### config.mk
export PLATFORM = sky130hd
export DESIGN_NAME = led_counter_ctrl
export DESIGN_NICKNAME = d
export VERILOG_FILES = /design/src/rtl/led_counter_pkg.sv /design/src/rtl/led_counter_ctrl_tick_gen.sv /design/src/rtl/led_counter_ctrl.sv
export SDC_FILE = /design/constraint.sdc
export NUM_CORES = 1
export LEC_CHECK = 0
export CORE_UTILIZATION = 45
export DETAILED_ROUTE_END_ITERATION = 8
export PLACE_DENSITY = 0.77
export SYNTH_ARGS = -nofsm -noshare
export SYNTH_HDL_FRONTEND = slang
export SYNTH_HIERARCHICAL = 1
export SYNTH_SLANG_ARGS = --single-unit
### constraint.sdc
create_clock -name clk -period 2.7 [get_ports clk]
set_input_delay 0.27 -clock clk [delete_from_list [all_inputs] [get_ports clk]]
set_output_delay 0.27 -clock clk [all_outputs]
set_load 0.05 [all_outputs]
### src/rtl/led_counter_pkg.sv
// rtl/led_counter_pkg.sv - shared state encoding and mode constants for led_counter_ctrl
package led_counter_pkg;

  typedef enum logic [1:0] {
    IDLE = 2'd0,
    RUN  = 2'd1,
    DONE = 2'd2
  } state_t;

  localparam logic MODE_FREE    = 1'b0;
  localparam logic MODE_ONESHOT = 1'b1;

endpackage

### src/rtl/led_counter_ctrl_tick_gen.sv
// rtl/led_counter_ctrl_tick_gen.sv - enabled prescaler producing one count tick per 2^PRESC enabled clocks
module tick_gen #(
  parameter int PRESC = 0
) (
  input  logic clk,
  input  logic rstn,
  input  logic en,
  input  logic clr,
  output logic tick
);

  generate
    if (PRESC == 0) begin : g_direct
      logic unused_direct;
      assign unused_direct = ^{clk, rstn, clr};
      assign tick = en;
    end else begin : g_presc
      logic [PRESC-1:0] presc;

      // Clear beats enable so the first tick after start is a full period away.
      always_ff @(posedge clk or negedge rstn) begin
        if (!rstn) begin
          presc <= '0;
        end else if (clr) begin
          presc <= '0;
        end else if (en) begin
          presc <= presc + {{(PRESC-1){1'b0}}, 1'b1};
        end
      end

      assign tick = en && (presc == {PRESC{1'b1}});
    end
  endgenerate

endmodule

### src/rtl/led_counter_ctrl.sv
// rtl/led_counter_ctrl.sv - prescaled up/down LED counter with free-run/one-shot modes and start/done handshake
module led_counter_ctrl
  import led_counter_pkg::*;
#(
  parameter int N     = 24,
  parameter int PRESC = 0,
  parameter int LEDS  = 5
) (
  input  logic            clk,
  input  logic            rstn,
  input  logic            en,
  input  logic            dir,
  input  logic            mode,
  input  logic            start,
  input  logic            load,
  input  logic [N-1:0]    load_val,
  output logic [N-1:0]    count,
  output logic [LEDS-1:0] leds,
  output logic            tc,
  output logic            done
);

  localparam logic [N-1:0] ONE = {{(N-1){1'b0}}, 1'b1};

  state_t         state, state_nx;
  logic [N-1:0]   count_nx;
  logic [N-1:0]   term;
  logic           tc_nx;
  logic           tick;

  tick_gen #(.PRESC(PRESC)) u_tick_gen (
    .clk  (clk),
    .rstn (rstn),
    .en   (en),
    .clr  (start),
    .tick (tick)
  );

  always_ff @(posedge clk or negedge rstn) begin
    if (!rstn) begin
      state <= IDLE;
      count <= '0;
      tc    <= 1'b0;
      done  <= 1'b0;
    end else begin
      state <= state_nx;
      count <= count_nx;
      tc    <= tc_nx;
      done  <= (state_nx == DONE);
    end
  end

  always_comb begin
    state_nx = state;
    count_nx = count;
    tc_nx    = 1'b0;
    term     = dir ? {N{1'b1}} : {N{1'b0}};

    if (start) begin
      count_nx = load_val;
      state_nx = RUN;
    end else if (load) begin
      count_nx = load_val;
    end else if (tick && state == RUN) begin
      // Free-run wrap falls out of modulo arithmetic; only one-shot must hold.
      if (count == term) begin
        tc_nx = 1'b1;
        if (mode == MODE_ONESHOT) begin
          state_nx = DONE;
        end else begin
          count_nx = dir ? count + ONE : count - ONE;
        end
      end else begin
        count_nx = dir ? count + ONE : count - ONE;
      end
    end
  end

  assign leds = count[N-1 -: LEDS];

endmodule

# ---- Word level (Yosys, flattened, before mapping)
# Cells that the tools add are included.
dict set report totals {
  latchBits 0
  input_bits 31
  romBits 0
  mem_bits_rw 0
  register_bits 28
  out_inout_bits 31
  elab_cells 29
  n_memories 0
}
dict set report classes {
  mux 16
  reduce_logical 3
  n_div 0
  n_bitwise 0
  mul 0
  shifts 0
  n_eq_ne 4
  magnitude_cmp 0
  n_addsub 2
}
# operator count
set op_table {}
lappend op_table {{$mux 24} 7}
lappend op_table {{$add 24x1->24 const B} 1}
lappend op_table {{$eq 24x24->1} 1}
lappend op_table {{$sub 24x1->24 const B} 1}
lappend op_table {{$mux 2} 5}
lappend op_table {{$mux 1} 4}
lappend op_table {{$ne 4x4->1 const B} 1}
lappend op_table {{$reduce_bool 3->1} 1}
lappend op_table {{$eq 2x1->1 const B} 1}
lappend op_table {{$eq 2x2->1 const B} 1}
lappend op_table {{$reduce_and 2->1} 1}
lappend op_table {{$logic_and 1x1->1} 1}

# ---- Depth between registers and ports, before layout
# Gate-level depths: netlist of run 1.
dict set report logic_depth {
  word_depth 7
  depth_mapped 10
  ltp_nobuf 10
}

# ---- Hierarchy
# The synthesis of run 1 kept the hierarchy.
# module area_each_um2 cells_per_inst n_inst
set modules_own_cells {}
lappend modules_own_cells {led_counter_ctrl 2479.9 287 1}
lappend modules_own_cells {tick_gen 7.5 1 1}

# ---- Worst setup path after synthesis of run 1
# No wires, ideal clock.
dict set report synth_path {
  kind {input to register}
  start {input port dir}
  end {register count[23]}
  setup_ps 70
  cell_stages 10
  t_arrival_ps 2647
  required_time_ps 2630
  slack_ps -17
  cell_sequence {inv_1 ha_1 a21o_1 a221oi_4 o21ai_1 a21oi_2 o211ai_2 xnor2_1 or3_1 nand3_1}
}
dict set report synth_between {
  elab_chain_len 6
  elab_cells_between_ends 10
  classes_between {2 x eq/ne; 7 x mux; 1 x reduce/logical}
}
# item line
set synth_lines {}
lappend synth_lines {{from (decl)} led_counter_ctrl.sv:12} ;# input logic dir,
lappend synth_lines {{$mux 24, on equally long branches} {led_counter_ctrl.sv:57, led_counter_ctrl.sv:71, led_counter_ctrl.sv:74}}
lappend synth_lines {{$eq 24x24->1 or $mux 24 (tied branches)} {led_counter_ctrl.sv:66, led_counter_ctrl.sv:68}}
lappend synth_lines {{$mux 24} led_counter_ctrl.sv:66} ;# if (count == term) begin
lappend synth_lines {{$mux 24} led_counter_ctrl.sv:64} ;# end else if (tick && state == RUN) begin
lappend synth_lines {{$mux 24} led_counter_ctrl.sv:62} ;# end else if (load) begin
lappend synth_lines {{$mux 24} led_counter_ctrl.sv:59} ;# if (start) begin
lappend synth_lines {{to (signal assigned)} led_counter_ctrl.sv:47} ;# count <= count_nx;
lappend synth_lines {{to (decl)} led_counter_ctrl.sv:17} ;# output logic [N-1:0] count,
# Parallel ways exist; a longest one is shown, timed or not. The select of a mux whose other input is x is not followed.
# A chain may end at the register's enable or synchronous reset.

# ---- Worst setup path in the final report of run 1
# Ends and elaborated chain as after synthesis.

==> results.md, run 1 <==
- H-tree depth: 1
- CTS sink cnt: 28
- Grt ovf: 0
- Final GP Congestion: 0.912
- Largest net degree at the start of global routing: 37
- Design area: 3720 µm²
- Final setup vio count: 0
- Setup crit start kind: primary input
- Antenna diode count: 0
- Final non-filler cell total: around 480
- Top FF cell, synth: dfrtp_1
- Worst min-delay path category: primary input to async pin
- Setup TNS: 0 ns
- Max incr delay on CP: 0.34 ns
- CTS tree: built
- # placed instances: 473
- Post-synthesis cell type count: 53
- Peak supply drop: 0.339 mV
- Core ar.: 5200 µm²
- Worst skew pair latency: 0.29 ns
- Pre-antenna DRT Iters: 5
- Final Max Tran Viols: 0
- Routed vias/inst: 5.44
- Max Cap Viol: 0
- Pwr dens: about 600 nW/µm²
- Clock tree buffer depth: 2
- Fraction of layout instances using a drive strength above 1: 0.228
- Post-synthesis async set-or-reset flop share: 1.00
- Unrepaired setup endpoints after global routing: no
- Initial Util: 0.478
- Min cycle time layout: 2.51 ns
- Die Ht: 76.3 µm
- Fmax achieved: 399 MHz
- Placement Rows: 26
- CTS Hold Bufs: 0
- Reg2reg path depth: 9
- Final period utilization: 0.929
- Worst path buffer plus inverter count: 3
- Status: completed
- Number of global-route vias before repair: 2,702
- Crit Reg-Reg Endpoint: count[22]
- Worst-path maximum fanout: 9
- Iter 0 DRT Violations: 143
- Hpwl dp: 5.67 mm
- GR peak layer: met2
- Worst-path clk slew: 0.11 ns
- Via count: 2,601
- EDFF count, synth: 0
- Static Leak: 1.66 nW
- Place WS: -0.401 ns
- Fillers: around 420
- Grt met1 use: 0.331
- Synth Warn #: 6
- Total global-route track usage: 0.264
- Syn Inst Count: 288
- Placed Area: around 3600 µm²
- Setup CP Type: primary input to flip-flop
- Initial antenna violation count: 0
- Crit path DAT: about 2.7 ns
- Worst rel slew slack: 0.547
- Req. time, crit path: 2.93 ns
- Flop and latch count out of synthesis: 28
- Avg Inst Size Synth: 8.64 µm²
- Area grow syn2layout: 49.5%
- Crit. End Element: flip-flop
- Drt total wl: 7.25 mm
- CP cell instances: dlygate4sd2_1 -> clkinvlp_4 -> buf_4 -> ha_1 -> a21o_1 -> a221oi_2 -> o21ai_1 -> a21oi_2 -> o211ai_2 -> xnor2_1 -> or3_1 -> nand3_1
- Final ANT Viol Nets: 0
- Slowest CP cell: ha_1
- Cell area after synthesis: 2490 µm²
- CP delay by family, top: compound AO/OA/AOI/OAI gates
- Worst-Margin Slew: 0.679 ns
- Final worst slack: 0.193 ns
- Total clock buffers created by CTS: 3
- Register area share after synthesis: 0.282
- RR Startpoint: count[0]
- Top cell type's share of synthesized area: 0.282
- M2 GR Usage: 0.469
- Design Power: approximately 2.2 mW
- Port Buf Inserts: between 60 and 70
- # IOs: 62
- Total die area: between 5000 and 6000 µm²
- Die Span X: 76.3 µm
- Final hold violations: 0
- DR DRC count: 0
- Mapped Nets: 342
- Top cells by count, synth: dfrtp_1 (28), nand2_1 (28), a21oi_1 (25), nor2_1 (25), ha_1 (22)
- Top post-synthesis cells by area: dfrtp_1 (28%), ha_1 (11%), a21oi_1 (5.0%)
- First-pass GRT wire length: 12.5 mm
- Clk root buf: clkbuf_8
- M3 GR Usage: 0.0359
- Reg2reg setup slack: 0.30 ns
- Largest area contributor in the netlist: dfrtp_1
- Max Clock Skew: between 0.004 and 0.005 ns
- WL per Instance: between 15 and 20 µm
- Nets: ~460
## flip-flops by register name, summed over array words and instances (netlist names)
name	count
done	1
state	2
tc	1
count	24
## metal layers
layer,vias to the layer above,share of wire
li1,1299,-
met3,11,0.037
met2,70,0.51
met1,1221,0.44
met5,-,0
met4,0,0.015
## worst max-delay path by stage
| stage | cells past startpoint | startpoint | to | slack [ns] |
|---|---|---|---|---|
| 4_1_cts | 12 | dir | count[23] | 0.21 |
| 2_1_floorplan | 10 | dir | count[23] | 0.09 |
| 3_3_place_gp | 12 | dir | count[23] | -0.33 |
| 6_report | 12 | dir | count[23] | 0.19 |
| 3_5_place_dp | 12 | dir | count[22] | -0.40 |
| 5_1_grt | 12 | dir | count[20] | 0.07 |
## power breakdown
group,leakage (nW),total (mW),switching (mW),internal [mW]
combinational,1.29,1.37,0.753,0.612
sequential,0.336,0.530,0.0578,0.472
clock,0.0357,0.346,0.147,0.199
## cell families after synthesis
logic type / share of synthesized area
AOI/OAI and AO/OA: 0.301
and+or+nand+nor: 0.172
DFF: 0.282
adders and majority gates: 0.119
buffers and inverters: 0.0433
xor gates and xnor gates: 0.0669
muxes: 0.0171
## cells in the final DEF (no fill, tap or decap), types with 7 or more instances in the layout
| master | netlist | layout |
|---|---|---|
| buf_4 | 7 | 68 |
| nor2_1 | 25 | 25 |
| o21ai_1 | 16 | 17 |
| o21ai_0 | 11 | 10 |
| a22oi_1 | 7 | 7 |
| nand2_1 | 28 | 28 |
| nand3_1 | 10 | 10 |
| a21oi_1 | 25 | 25 |
| clkdlybuf4s50_1 | 0 | 60 |
| dfrtp_1 | 28 | 28 |
| ha_1 | 22 | 22 |
| a21o_1 | 13 | 13 |
| xor2_1 | 13 | 13 |
## repair_timing
action / 4_1_cts / 5_1_grt
endpoints found under the setup margin: 19 / 0
resized for setup: 4 / 0
buffers inserted: 1 / 0
## per-stage QoR
| step | util | hold slack (ns) |
|---|---|---|
| 2_1_floorplan | - | -0.0256 |
| 3_3_place_gp | 0.698 | 0.486 |
| 3_5_place_dp | 0.698 | 0.502 |
| 5_1_grt | 0.715 | 0.399 |
| 4_1_cts | 0.715 | 0.373 |
| 6_report | 0.715 | 0.359 |
## final cells by class
type,count,area [µm²],share of cell area
Clock inverter,1,30.0,0.00807
Clock buffer,3,41.3,0.0111
Multi-Input combinational cell,239,1690,0.454
Inverter,7,30.0,0.00807
Tap cell,70,87.6,0.0235
Sequential cell,28,701,0.188
Timing Repair Buffer,130,1140,0.306
(Power assumes the default switching activity.)
==> run 2: changes to the inputs <==
CTS_CLUSTER_SIZE = 14   (was unset)
TNS_END_PERCENT = 100   (was unset)
==> results of run 2 <==
The final DEF is identical to that of run 1; final timing and power are the same.
==> run 3: changes to the inputs <==
CAP_MARGIN = 40   (was unset)
==> results of run 3 <==
The final DEF is identical to that of run 1; final timing and power are the same.
